## config.mk

```make
export PLATFORM = sky130hd
export DESIGN_NAME = rs_alu
export DESIGN_NICKNAME = d
export VERILOG_FILES = /design/src/rtl/rs_alu_pkg.sv /design/src/rtl/rs_select.sv /design/src/rtl/rs_alu.sv
export SDC_FILE = /design/constraint.sdc
export NUM_CORES = 2
export LEC_CHECK = 0
export CAP_MARGIN = 20
export CORE_UTILIZATION = 48
export CTS_BUF_LIST = sky130_fd_sc_hd__clkbuf_8
export DETAILED_ROUTE_END_ITERATION = 6
export PLACE_DENSITY = 0.64
export SYNTH_ARGS = -nofsm -noshare
export SYNTH_HDL_FRONTEND = slang
export SYNTH_SLANG_ARGS = --single-unit
```

## constraint.sdc

```tcl
create_clock -name clk -period 11.5 [get_ports clk]
set_input_delay 1.15 -clock clk [delete_from_list [all_inputs] [get_ports clk]]
set_output_delay 1.15 -clock clk [all_outputs]
set_load 0.05 [all_outputs]
```

## src/rtl/rs_alu_pkg.sv

```systemverilog
// Shared constants for the ALU reservation station: sizing defaults, opcode/funct3 encodings, operand-use helpers.
package rs_alu_pkg;

    localparam int RS_DEPTH = 8;
    localparam int RS_ROB_W = 4;

    typedef enum logic [6:0] {
        OPCODE_LUI   = 7'b0110111,
        OPCODE_AUIPC = 7'b0010111,
        OPCODE_JAL   = 7'b1101111,
        OPCODE_JALR  = 7'b1100111,
        OPCODE_BR    = 7'b1100011,
        OPCODE_CALCI = 7'b0010011,
        OPCODE_CALC  = 7'b0110011
    } opcode_e;

    localparam logic [2:0] FUNCT3_ADD  = 3'b000;
    localparam logic [2:0] FUNCT3_SLL  = 3'b001;
    localparam logic [2:0] FUNCT3_SLT  = 3'b010;
    localparam logic [2:0] FUNCT3_SLTU = 3'b011;
    localparam logic [2:0] FUNCT3_XOR  = 3'b100;
    localparam logic [2:0] FUNCT3_SRL  = 3'b101;
    localparam logic [2:0] FUNCT3_OR   = 3'b110;
    localparam logic [2:0] FUNCT3_AND  = 3'b111;

    function automatic logic op_has_rs1(input logic [6:0] op);
        return !(op == OPCODE_LUI || op == OPCODE_AUIPC || op == OPCODE_JAL);
    endfunction

    function automatic logic op_has_rs2(input logic [6:0] op);
        return (op == OPCODE_BR || op == OPCODE_CALC);
    endfunction

endpackage

```

## src/rtl/rs_select.sv

```systemverilog
// Picks one ready entry: lowest index by default, oldest-ready when RS_AGE_SELECT_EN is defined.
// Purely combinational; age[i][j]=1 means entry j was inserted before entry i and is still live.
module rs_select
    import rs_alu_pkg::*;
#(
    parameter int DEPTH = RS_DEPTH,
    parameter int IDX_W = $clog2(DEPTH)
) (
    input  logic [DEPTH-1:0]            ready,
`ifdef RS_AGE_SELECT_EN
    input  logic [DEPTH-1:0][DEPTH-1:0] age,
`endif
    output logic [DEPTH-1:0]            grant,
    output logic                        found,
    output logic [IDX_W-1:0]            grant_idx
);

    always_comb begin
        grant     = '0;
        found     = 1'b0;
        grant_idx = '0;
        // Descending scan so the last hit, i.e. the lowest qualifying index, wins.
        for (int i = DEPTH - 1; i >= 0; i--) begin
`ifdef RS_AGE_SELECT_EN
            if (ready[i] && ((age[i] & ready) == '0)) begin
`else
            if (ready[i]) begin
`endif
                found     = 1'b1;
                grant_idx = IDX_W'(i);
            end
        end
        grant[grant_idx] = found;
    end

endmodule

```

## src/rtl/rs_alu.sv

```systemverilog
// ALU reservation station: holds ops until operands arrive via CDB snoop, issues one ready op per cycle (1 cycle entry->alu_en).
// rs_full stalls dispatch; rdy=0 freezes everything; RS_AGE_SELECT_EN selects oldest-ready instead of lowest-index.
module rs_alu
    import rs_alu_pkg::*;
#(
    parameter int DEPTH = RS_DEPTH,
    parameter int ROB_W = RS_ROB_W
) (
    input  logic             clk,
    input  logic             rst,
    input  logic             rdy,
    input  logic             rollback,
    input  logic             issue_valid,
    input  logic [6:0]       issue_opcode,
    input  logic [2:0]       issue_funct3,
    input  logic             issue_funct7,
    input  logic             issue_rs1_pend,
    input  logic [ROB_W-1:0] issue_rs1_tag,
    input  logic [31:0]      issue_rs1_val,
    input  logic             issue_rs2_pend,
    input  logic [ROB_W-1:0] issue_rs2_tag,
    input  logic [31:0]      issue_rs2_val,
    input  logic [31:0]      issue_imm,
    input  logic [31:0]      issue_pc,
    input  logic [ROB_W-1:0] issue_rob_pos,
    output logic             rs_full,
    input  logic             alu_cdb_valid,
    input  logic [ROB_W-1:0] alu_cdb_rob_pos,
    input  logic [31:0]      alu_cdb_val,
    input  logic             lsb_cdb_valid,
    input  logic [ROB_W-1:0] lsb_cdb_rob_pos,
    input  logic [31:0]      lsb_cdb_val,
    output logic             alu_en,
    output logic [6:0]       alu_opcode,
    output logic [2:0]       alu_funct3,
    output logic             alu_funct7,
    output logic [31:0]      alu_val1,
    output logic [31:0]      alu_val2,
    output logic [31:0]      alu_imm,
    output logic [31:0]      alu_pc,
    output logic [ROB_W-1:0] alu_rob_pos
);

    localparam int IDX_W = $clog2(DEPTH);

    logic [DEPTH-1:0] vld_q, vld_d, p1_q, p1_d, p2_q, p2_d, f7_q, f7_d;
    logic [6:0]       op_q  [DEPTH];
    logic [6:0]       op_d  [DEPTH];
    logic [2:0]       f3_q  [DEPTH];
    logic [2:0]       f3_d  [DEPTH];
    logic [ROB_W-1:0] t1_q  [DEPTH];
    logic [ROB_W-1:0] t1_d  [DEPTH];
    logic [ROB_W-1:0] t2_q  [DEPTH];
    logic [ROB_W-1:0] t2_d  [DEPTH];
    logic [ROB_W-1:0] rob_q [DEPTH];
    logic [ROB_W-1:0] rob_d [DEPTH];
    logic [31:0]      v1_q  [DEPTH];
    logic [31:0]      v1_d  [DEPTH];
    logic [31:0]      v2_q  [DEPTH];
    logic [31:0]      v2_d  [DEPTH];
    logic [31:0]      imm_q [DEPTH];
    logic [31:0]      imm_d [DEPTH];
    logic [31:0]      pc_q  [DEPTH];
    logic [31:0]      pc_d  [DEPTH];

    logic             alu_en_q, alu_en_d, alu_funct7_q, alu_funct7_d;
    logic [6:0]       alu_opcode_q, alu_opcode_d;
    logic [2:0]       alu_funct3_q, alu_funct3_d;
    logic [31:0]      alu_val1_q, alu_val1_d, alu_val2_q, alu_val2_d;
    logic [31:0]      alu_imm_q, alu_imm_d, alu_pc_q, alu_pc_d;
    logic [ROB_W-1:0] alu_rob_pos_q, alu_rob_pos_d;

`ifdef RS_AGE_SELECT_EN
    logic [DEPTH-1:0][DEPTH-1:0] age_q, age_d;
`endif

    logic [DEPTH-1:0] ready, grant;
    logic             found, ins_vld;
    logic [IDX_W-1:0] sel_idx, ins_idx;
    logic             in_p1, in_p2;
    logic [31:0]      in_v1, in_v2;

    assign rs_full = &vld_q;
    assign ready   = vld_q & ~p1_q & ~p2_q;
    assign ins_vld = issue_valid && !rs_full;

    rs_select #(
        .DEPTH     (DEPTH),
        .IDX_W     (IDX_W)
    ) u_select (
        .ready     (ready),
`ifdef RS_AGE_SELECT_EN
        .age       (age_q),
`endif
        .grant     (grant),
        .found     (found),
        .grant_idx (sel_idx)
    );

    // Free slot comes from start-of-cycle state, so a slot vacated by this cycle's issue is not reused yet.
    always_comb begin
        ins_idx = '0;
        for (int i = DEPTH - 1; i >= 0; i--) begin
            if (!vld_q[i]) ins_idx = IDX_W'(i);
        end
    end

    always_comb begin
        in_p1 = issue_rs1_pend;
        in_v1 = issue_rs1_val;
        in_p2 = issue_rs2_pend;
        in_v2 = issue_rs2_val;
        if (issue_rs1_pend && alu_cdb_valid && issue_rs1_tag == alu_cdb_rob_pos) begin
            in_p1 = 1'b0;
            in_v1 = alu_cdb_val;
        end else if (issue_rs1_pend && lsb_cdb_valid && issue_rs1_tag == lsb_cdb_rob_pos) begin
            in_p1 = 1'b0;
            in_v1 = lsb_cdb_val;
        end
        if (issue_rs2_pend && alu_cdb_valid && issue_rs2_tag == alu_cdb_rob_pos) begin
            in_p2 = 1'b0;
            in_v2 = alu_cdb_val;
        end else if (issue_rs2_pend && lsb_cdb_valid && issue_rs2_tag == lsb_cdb_rob_pos) begin
            in_p2 = 1'b0;
            in_v2 = lsb_cdb_val;
        end
    end

    always_comb begin
        vld_d = vld_q;  p1_d = p1_q;  p2_d = p2_q;  f7_d = f7_q;
        op_d  = op_q;   f3_d = f3_q;  t1_d = t1_q;  t2_d = t2_q;  rob_d = rob_q;
        v1_d  = v1_q;   v2_d = v2_q;  imm_d = imm_q; pc_d = pc_q;
        alu_en_d      = 1'b0;
        alu_opcode_d  = alu_opcode_q;
        alu_funct3_d  = alu_funct3_q;
        alu_funct7_d  = alu_funct7_q;
        alu_val1_d    = alu_val1_q;
        alu_val2_d    = alu_val2_q;
        alu_imm_d     = alu_imm_q;
        alu_pc_d      = alu_pc_q;
        alu_rob_pos_d = alu_rob_pos_q;
`ifdef RS_AGE_SELECT_EN
        age_d = age_q;
`endif

        for (int i = 0; i < DEPTH; i++) begin
            if (vld_q[i] && p1_q[i]) begin
                if (alu_cdb_valid && t1_q[i] == alu_cdb_rob_pos) begin
                    p1_d[i] = 1'b0;
                    v1_d[i] = alu_cdb_val;
                end else if (lsb_cdb_valid && t1_q[i] == lsb_cdb_rob_pos) begin
                    p1_d[i] = 1'b0;
                    v1_d[i] = lsb_cdb_val;
                end
            end
            if (vld_q[i] && p2_q[i]) begin
                if (alu_cdb_valid && t2_q[i] == alu_cdb_rob_pos) begin
                    p2_d[i] = 1'b0;
                    v2_d[i] = alu_cdb_val;
                end else if (lsb_cdb_valid && t2_q[i] == lsb_cdb_rob_pos) begin
                    p2_d[i] = 1'b0;
                    v2_d[i] = lsb_cdb_val;
                end
            end
        end

        if (found) begin
            vld_d[sel_idx] = 1'b0;
            alu_en_d       = 1'b1;
            alu_opcode_d   = op_q[sel_idx];
            alu_funct3_d   = f3_q[sel_idx];
            alu_funct7_d   = f7_q[sel_idx];
            alu_val1_d     = v1_q[sel_idx];
            alu_val2_d     = v2_q[sel_idx];
            alu_imm_d      = imm_q[sel_idx];
            alu_pc_d       = pc_q[sel_idx];
            alu_rob_pos_d  = rob_q[sel_idx];
        end

        if (ins_vld) begin
            vld_d[ins_idx] = 1'b1;
            op_d[ins_idx]  = issue_opcode;
            f3_d[ins_idx]  = issue_funct3;
            f7_d[ins_idx]  = issue_funct7;
            p1_d[ins_idx]  = in_p1;
            t1_d[ins_idx]  = issue_rs1_tag;
            v1_d[ins_idx]  = in_v1;
            p2_d[ins_idx]  = in_p2;
            t2_d[ins_idx]  = issue_rs2_tag;
            v2_d[ins_idx]  = in_v2;
            imm_d[ins_idx] = issue_imm;
            pc_d[ins_idx]  = issue_pc;
            rob_d[ins_idx] = issue_rob_pos;
        end

`ifdef RS_AGE_SELECT_EN
        // The freed entry drops out of every row; a new entry is younger than everything surviving.
        for (int j = 0; j < DEPTH; j++) begin
            if (grant[j]) begin
                for (int i = 0; i < DEPTH; i++) age_d[i][j] = 1'b0;
            end
        end
        if (ins_vld) age_d[ins_idx] = vld_q & ~grant;
`endif

        if (rollback) begin
            vld_d         = '0;
            p1_d          = '0;
            p2_d          = '0;
            alu_en_d      = 1'b0;
            alu_opcode_d  = '0;
            alu_funct3_d  = '0;
            alu_funct7_d  = 1'b0;
            alu_val1_d    = '0;
            alu_val2_d    = '0;
            alu_imm_d     = '0;
            alu_pc_d      = '0;
            alu_rob_pos_d = '0;
`ifdef RS_AGE_SELECT_EN
            age_d = '0;
`endif
        end
    end

    always_ff @(posedge clk) begin
        if (rst) begin
            vld_q         <= '0;
            p1_q          <= '0;
            p2_q          <= '0;
            alu_en_q      <= 1'b0;
            alu_opcode_q  <= '0;
            alu_funct3_q  <= '0;
            alu_funct7_q  <= 1'b0;
            alu_val1_q    <= '0;
            alu_val2_q    <= '0;
            alu_imm_q     <= '0;
            alu_pc_q      <= '0;
            alu_rob_pos_q <= '0;
`ifdef RS_AGE_SELECT_EN
            age_q         <= '0;
`endif
        end else if (rdy) begin
            vld_q         <= vld_d;
            p1_q          <= p1_d;
            p2_q          <= p2_d;
            alu_en_q      <= alu_en_d;
            alu_opcode_q  <= alu_opcode_d;
            alu_funct3_q  <= alu_funct3_d;
            alu_funct7_q  <= alu_funct7_d;
            alu_val1_q    <= alu_val1_d;
            alu_val2_q    <= alu_val2_d;
            alu_imm_q     <= alu_imm_d;
            alu_pc_q      <= alu_pc_d;
            alu_rob_pos_q <= alu_rob_pos_d;
`ifdef RS_AGE_SELECT_EN
            age_q         <= age_d;
`endif
        end
    end

    // Payload is only consumed behind vld_q, so it needs no reset.
    always_ff @(posedge clk) begin
        if (rdy) begin
            op_q  <= op_d;
            f3_q  <= f3_d;
            f7_q  <= f7_d;
            t1_q  <= t1_d;
            t2_q  <= t2_d;
            rob_q <= rob_d;
            v1_q  <= v1_d;
            v2_q  <= v2_d;
            imm_q <= imm_d;
            pc_q  <= pc_d;
        end
    end

    assign alu_en      = alu_en_q;
    assign alu_opcode  = alu_opcode_q;
    assign alu_funct3  = alu_funct3_q;
    assign alu_funct7  = alu_funct7_q;
    assign alu_val1    = alu_val1_q;
    assign alu_val2    = alu_val2_q;
    assign alu_imm     = alu_imm_q;
    assign alu_pc      = alu_pc_q;
    assign alu_rob_pos = alu_rob_pos_q;

    a_no_dup_cdb_tag: assert property (@(posedge clk) disable iff (rst)
        !(alu_cdb_valid && lsb_cdb_valid && alu_cdb_rob_pos == lsb_cdb_rob_pos));
    a_rs1_unused_not_pend: assert property (@(posedge clk) disable iff (rst)
        (issue_valid && !op_has_rs1(issue_opcode)) |-> !issue_rs1_pend);
    a_rs2_unused_not_pend: assert property (@(posedge clk) disable iff (rst)
        (issue_valid && !op_has_rs2(issue_opcode)) |-> !issue_rs2_pend);
    c_issue_while_full: cover property (@(posedge clk) disable iff (rst)
        issue_valid && rs_full && rdy);

endmodule

```

# == After elaboration in Yosys (flattened, before gate mapping) ==
# Index checks and enable logic that the tools add are counted.
# op_classes
magnitude_cmp,7
n_eq_ne,36
mux,202
bitwise_logic,9
n_reduce_logical,65
# ops
op,n
2-to-1 mux 32 bit,69
bitwise mux 256 bit,4
2-to-1 mux 256 bit,2
binary-select mux 32 bit (select 3 bit),4
== test 4 bit,36
bitwise mux 32 bit,3
demux 32 bit (select 3 bit),1
2-to-1 mux 1 bit,67
2-to-1 mux 3 bit,21
logical AND 1 bit,60
bitwise mux 56 bit,1
2-to-1 mux 8 bit,7
2-to-1 mux 7 bit,5
bitwise AND 8 bit,3
bitwise mux 24 bit,1
bitwise mux 8 bit,3
inverter 8 bit,3
binary-select mux 7 bit (select 3 bit),1
demux 7 bit (select 3 bit),1
2-to-1 mux 4 bit,5
binary-select mux 4 bit (select 3 bit),1
demux 4 bit (select 3 bit),1
binary-select mux 3 bit (select 3 bit),1
demux 3 bit (select 3 bit),1
other kinds (12),18
# totals
regBits,1376
in_bits,232
out_inout_bits,145
elab_cells,404

# == Depth between registers and ports, before layout ==
# depth
depth_word,21
mapped_depth,10

# == Hierarchy ==
# Synthesis repeated with hierarchy kept, for this count alone.
# unflattened
hier_cells,5719
hier_area_um2,70153.5
# modules_own_cells
mod,instances,cells_each,area_per_inst_um2,seq_area_each_um2
rs_alu,1,5694,70008.4,39638.0
rs_select,1,25,145.1,0.0

# == Worst setup path after synthesis ==
# Ideal clock, no wire load.
# synth_path
path_kind,input-to-reg
startpoint,input issue_valid
endpoint,register f3_q[0] in the netlist's numbering (enable)
setup_ns,0.534
t_arrival_ns,5.754
required_time_ns,10.966
setup_slack_ns,5.213
path_stages,5
path_buffers,1
path_cell_list,nand3_1 -> nor4b_1 -> nand2_1 -> buf_1 -> nor2_1
# synth_via
elab_chain_cells,2
# synth_rtl
item,line_no,rtl
"start, declared",rs_alu.sv:13,"input logic issue_valid,"
logical AND 1 bit,rs_alu.sv:85,assign ins_vld = issue_valid && !rs_full;
AND reduction 2 bit (no line),-,
"end signal, assigned",rs_alu.sv:265,f3_q <= f3_d;
"end, declared",rs_alu.sv:49,logic [2:0] f3_q [DEPTH];
# Every way passes these cells.
# A chain may end at the register's enable or synchronous reset.

# == Worst setup path in the final report ==
# layout_path
startpoint,register vld_q[0]
endpoint,output rs_full
# layout_via
elab_chain_cells,1
# layout_rtl
item,line_no,rtl
"start, declared",rs_alu.sv:46,"logic [DEPTH-1:0] vld_q, vld_d, p1_q, p1_d, p2_q, p2_d, f7_q, f7_d;"
"start signal, assigned",rs_alu.sv:243,vld_q <= vld_d;
AND reduction 8 bit,rs_alu.sv:83,assign rs_full = &vld_q;
"end, declared",rs_alu.sv:26,"output logic rs_full,"
# Every way passes these cells.

==> flow_metrics.py <==
metrics = {
    "run_status": {
        "status": "finished, final reports clean",
    },
    "synthesis": {
        "ys_warn_count": 0,
        "synth_area_mm2": 0.07099,
        "synth-main-ff-cell": "edfxtp_1",
        "synth_top_area_cell": "edfxtp_1",
        "yosysTopAreaCellShare": 0.5110,
        "synth_cell_type_count": 76,
        "synth_edf_count": 1208,
        "ys_top_cells_by_count": "edfxtp_1, nand2_1, mux2i_1",
        "yosysSeqAreaShare": 0.5583,
        "synth_area_leaders": "edfxtp_1, mux2i_1, mux2_2",
        "syn_nets": 6247,
        "synth_area_per_cell_um2": 11.80,
        "syn-instance-count": 6015,
        "ys_ff_latch": 1376,
        "synthMuxAreaShare": 0.1520,
        "synth_simple_gate_area_share": 0.07593,
        "synth_compound_area_frac": 0.1595,
        "synth_top_family_by_area": "compound AO/OA/AOI/OAI gates",
        "async_reset_ff_frac": 0,
        "synth_xor_area_frac": 0.01678,
        "synth_most_common_cell": "edfxtp_1",
        "synth_fa_ha_area_frac": 0,
    },
    "floorplan": {
        "rows": 140,
        "start_util": 0.4854,
        "die_h_um": 386.6,
        "placeableCoreArea_mm2": 0.1463,
        "fp.dieArea_mm2": 0.1494,
        "ios": 377,
        "dieWidth_um": 386.6,
    },
    "global_route": {
        "antenna_found_initial": 25,
        "grt_overflow": 0,
        "grt_pass1_vias": 53090,
        "grt_pass1_wl_um": 360500,
        "grt_max_degree": 152,
        "grtUsageTotal": 0.3235,
    },
    "clock_network": {
        "cts-htree-levels": 4,
        "holdBufCountCts": 0,
        "cts_buffers": 226,
        "cts_root_buffer": "clkbuf_8",
        "worstSkewPairLatency_ns": 0.97,
        "clk_pin_slew_worst_paths_ns": 0.06,
        "post-cts-setup-buffers": 0,
        "clockBufferDepth": 3,
        "cts_tree": "done",
        "clkSinkCount": 1376,
        "cts-resized-gates": 0,
    },
    "setup_path": {
        "crit_family": "simple AND/OR/NAND/NOR gates",
        "critPathRequiredTime_ns": 10.35,
        "critical_path.startpoint_type": "flip-flop",
        "worstSetupEndpointType": "output port",
        "max_stage_delay_ns": 0.97,
        "cp_slowest_cell": "clkdlybuf4s50_1",
        "ff2ff_setup_slack_ns": 7.13,
        "path_cells": "nand2_1 > nor4_1 > clkdlybuf4s50_1",
        "path_buf_inv": 1,
        "crit_fanout": 14,
        "worst-endpoint-arrival_ns": 3.56,
        "crit_type": "reg -> out",
    },
    "power_and_ir_drop": {
        "power_density_mw_per_mm2": 133.7,
        "leakage_nw": 26.09,
        "ir_drop_v": 0.0001494,
    },
    "timing": {
        "hold_ws_ns": 0.4492,
        "tns_ns": 0,
        "finClkSkew_ns": 0.05532,
        "final-setup-viol-count": 0,
        "rsz0062_at_grt": "false",
        "hold_violations": 0,
        "drv_slew": 0,
        "worst_pin_slew_ns": 1.334,
        "relSlewSlack": 0.1023,
        "fin_crit_sh": 0.4094,
        "fin_crit_ns": 4.708,
        "max_freq_mhz": 212.4,
    },
    "layout": {
        "nets": 6412,
        "fillers": 12320,
        "regArea_mm2": 0.03964,
        "area_delta_synth_final_pct": 13.92,
        "multi_input_area_mm2": 0.02913,
        "drive_gt1_frac": 0.1715,
    },
    "placement": {
        "place_congestion": 0.8873,
        "portBuffers": 376,
        "hpwl_um": 140600,
    },
    "routing": {
        "first_iter_violations": 5968,
        "drcViolationCount": 0,
        "num_vias": 53690,
        "dr.pass1.iters": 6,
        "via_per_inst": 6.461,
        "routedWlPerCell_um": 29.96,
        "ant_nets": 0,
        "drt-total-wl_um": 248900,
    },
    "hold_path": {
        "hp-class": "reg -> reg",
    },
    "flow_run": {
        "maxCapViolations": 0,
    },
}
worst min-delay path, cell delays in order, from the launching register on:
cell     delay (ns)
dfxtp_1        0.32
nand2_1        0.05
o31ai_1        0.05
sequential cells by signal (all words and copies together) (netlist names), 56 cells and up:
| signal | cells |
|---|---|
| v2_q | 256 |
| v1_q | 256 |
| op_q | 56 |
| pc_q | 256 |
| imm_q | 256 |
where the power goes:
part | switching, mW | internal (mW) | leakage, nW
Clock | 2.12 | 2.16 | 2.73
Sequential | 0.0709 | 5.59 | 12.7
Combinational | 0.555 | 0.315 | 10.7
metrics by stage:
| step | util | std cells | worst slack [ns] | total power [mW] | instance area [um2] |
|---|---|---|---|---|---|
| after floorplan | - | 6015 | 5.213 | 6.208 | 70990 |
| after global placement | 0.5212 | 7865 | 6.357 | 6.590 | 76240 |
| after detailed placement | 0.5214 | 7866 | 6.260 | 6.611 | 76270 |
| after CTS | 0.5524 | 8297 | 6.825 | 10.84 | 80800 |
| after global routing | 0.5528 | 8304 | 6.838 | 11.13 | 80860 |
| final | 0.5529 | 8309 | 6.792 | 10.81 | 80870 |
cell families after synthesis:
logic type	count (synthesis)
AO/OA/AOI/OAI	1741
XOR/XNOR	136
buffers and inverters	627
flip-flops	1376
AND/OR/NAND/NOR	1125
multiplexers	1010
area by class of cell:
cell class,instances,area share
timing repair buffer,536,0.06238
sequential,1376,0.4901
clock inverter,164,0.01058
antenna,9,0.0002785
inverter,28,0.001300
clock buffer,267,0.04544
tap,1917,0.02966
multi-input combinational,4012,0.3602
worst paths after layout:
path,cells past startpoint,end,start
max reg2reg,8,alu_pc[27],vld_q[3]
min,2,alu_val1[12],alu_val1[12]
min reg2reg,2,alu_val1[12],alu_val1[12]
max,3,rs_full,vld_q[0]
cell usage in the layout, fill, tap and decap left out, types with 144 or more instances in the layout:
| cell type | count |
|---|---|
| o22ai_1 | 175 |
| mux2i_1 | 529 |
| o21ai_1 | 204 |
| o31ai_1 | 176 |
| dfxtp_1 | 168 |
| clkdlybuf4s50_1 | 375 |
| nand2_1 | 618 |
| a21o_1 | 159 |
| edfxtp_1 | 1208 |
| mux2_2 | 470 |
| o21ai_0 | 276 |
| buf_4 | 154 |
| clkbuf_8 | 267 |
| a21oi_1 | 321 |
| o221ai_1 | 144 |
metal layers:
layer	GRT usage	vias to the layer above	wire length [um]
li1	-	23380	-
met5	0	-	207
met4	0.1534	32	11790
met1	0.4143	26470	97440
met3	0.07895	680	25310
met2	0.5148	3123	114200
Note: power is estimated with default switching activity, not from simulation.
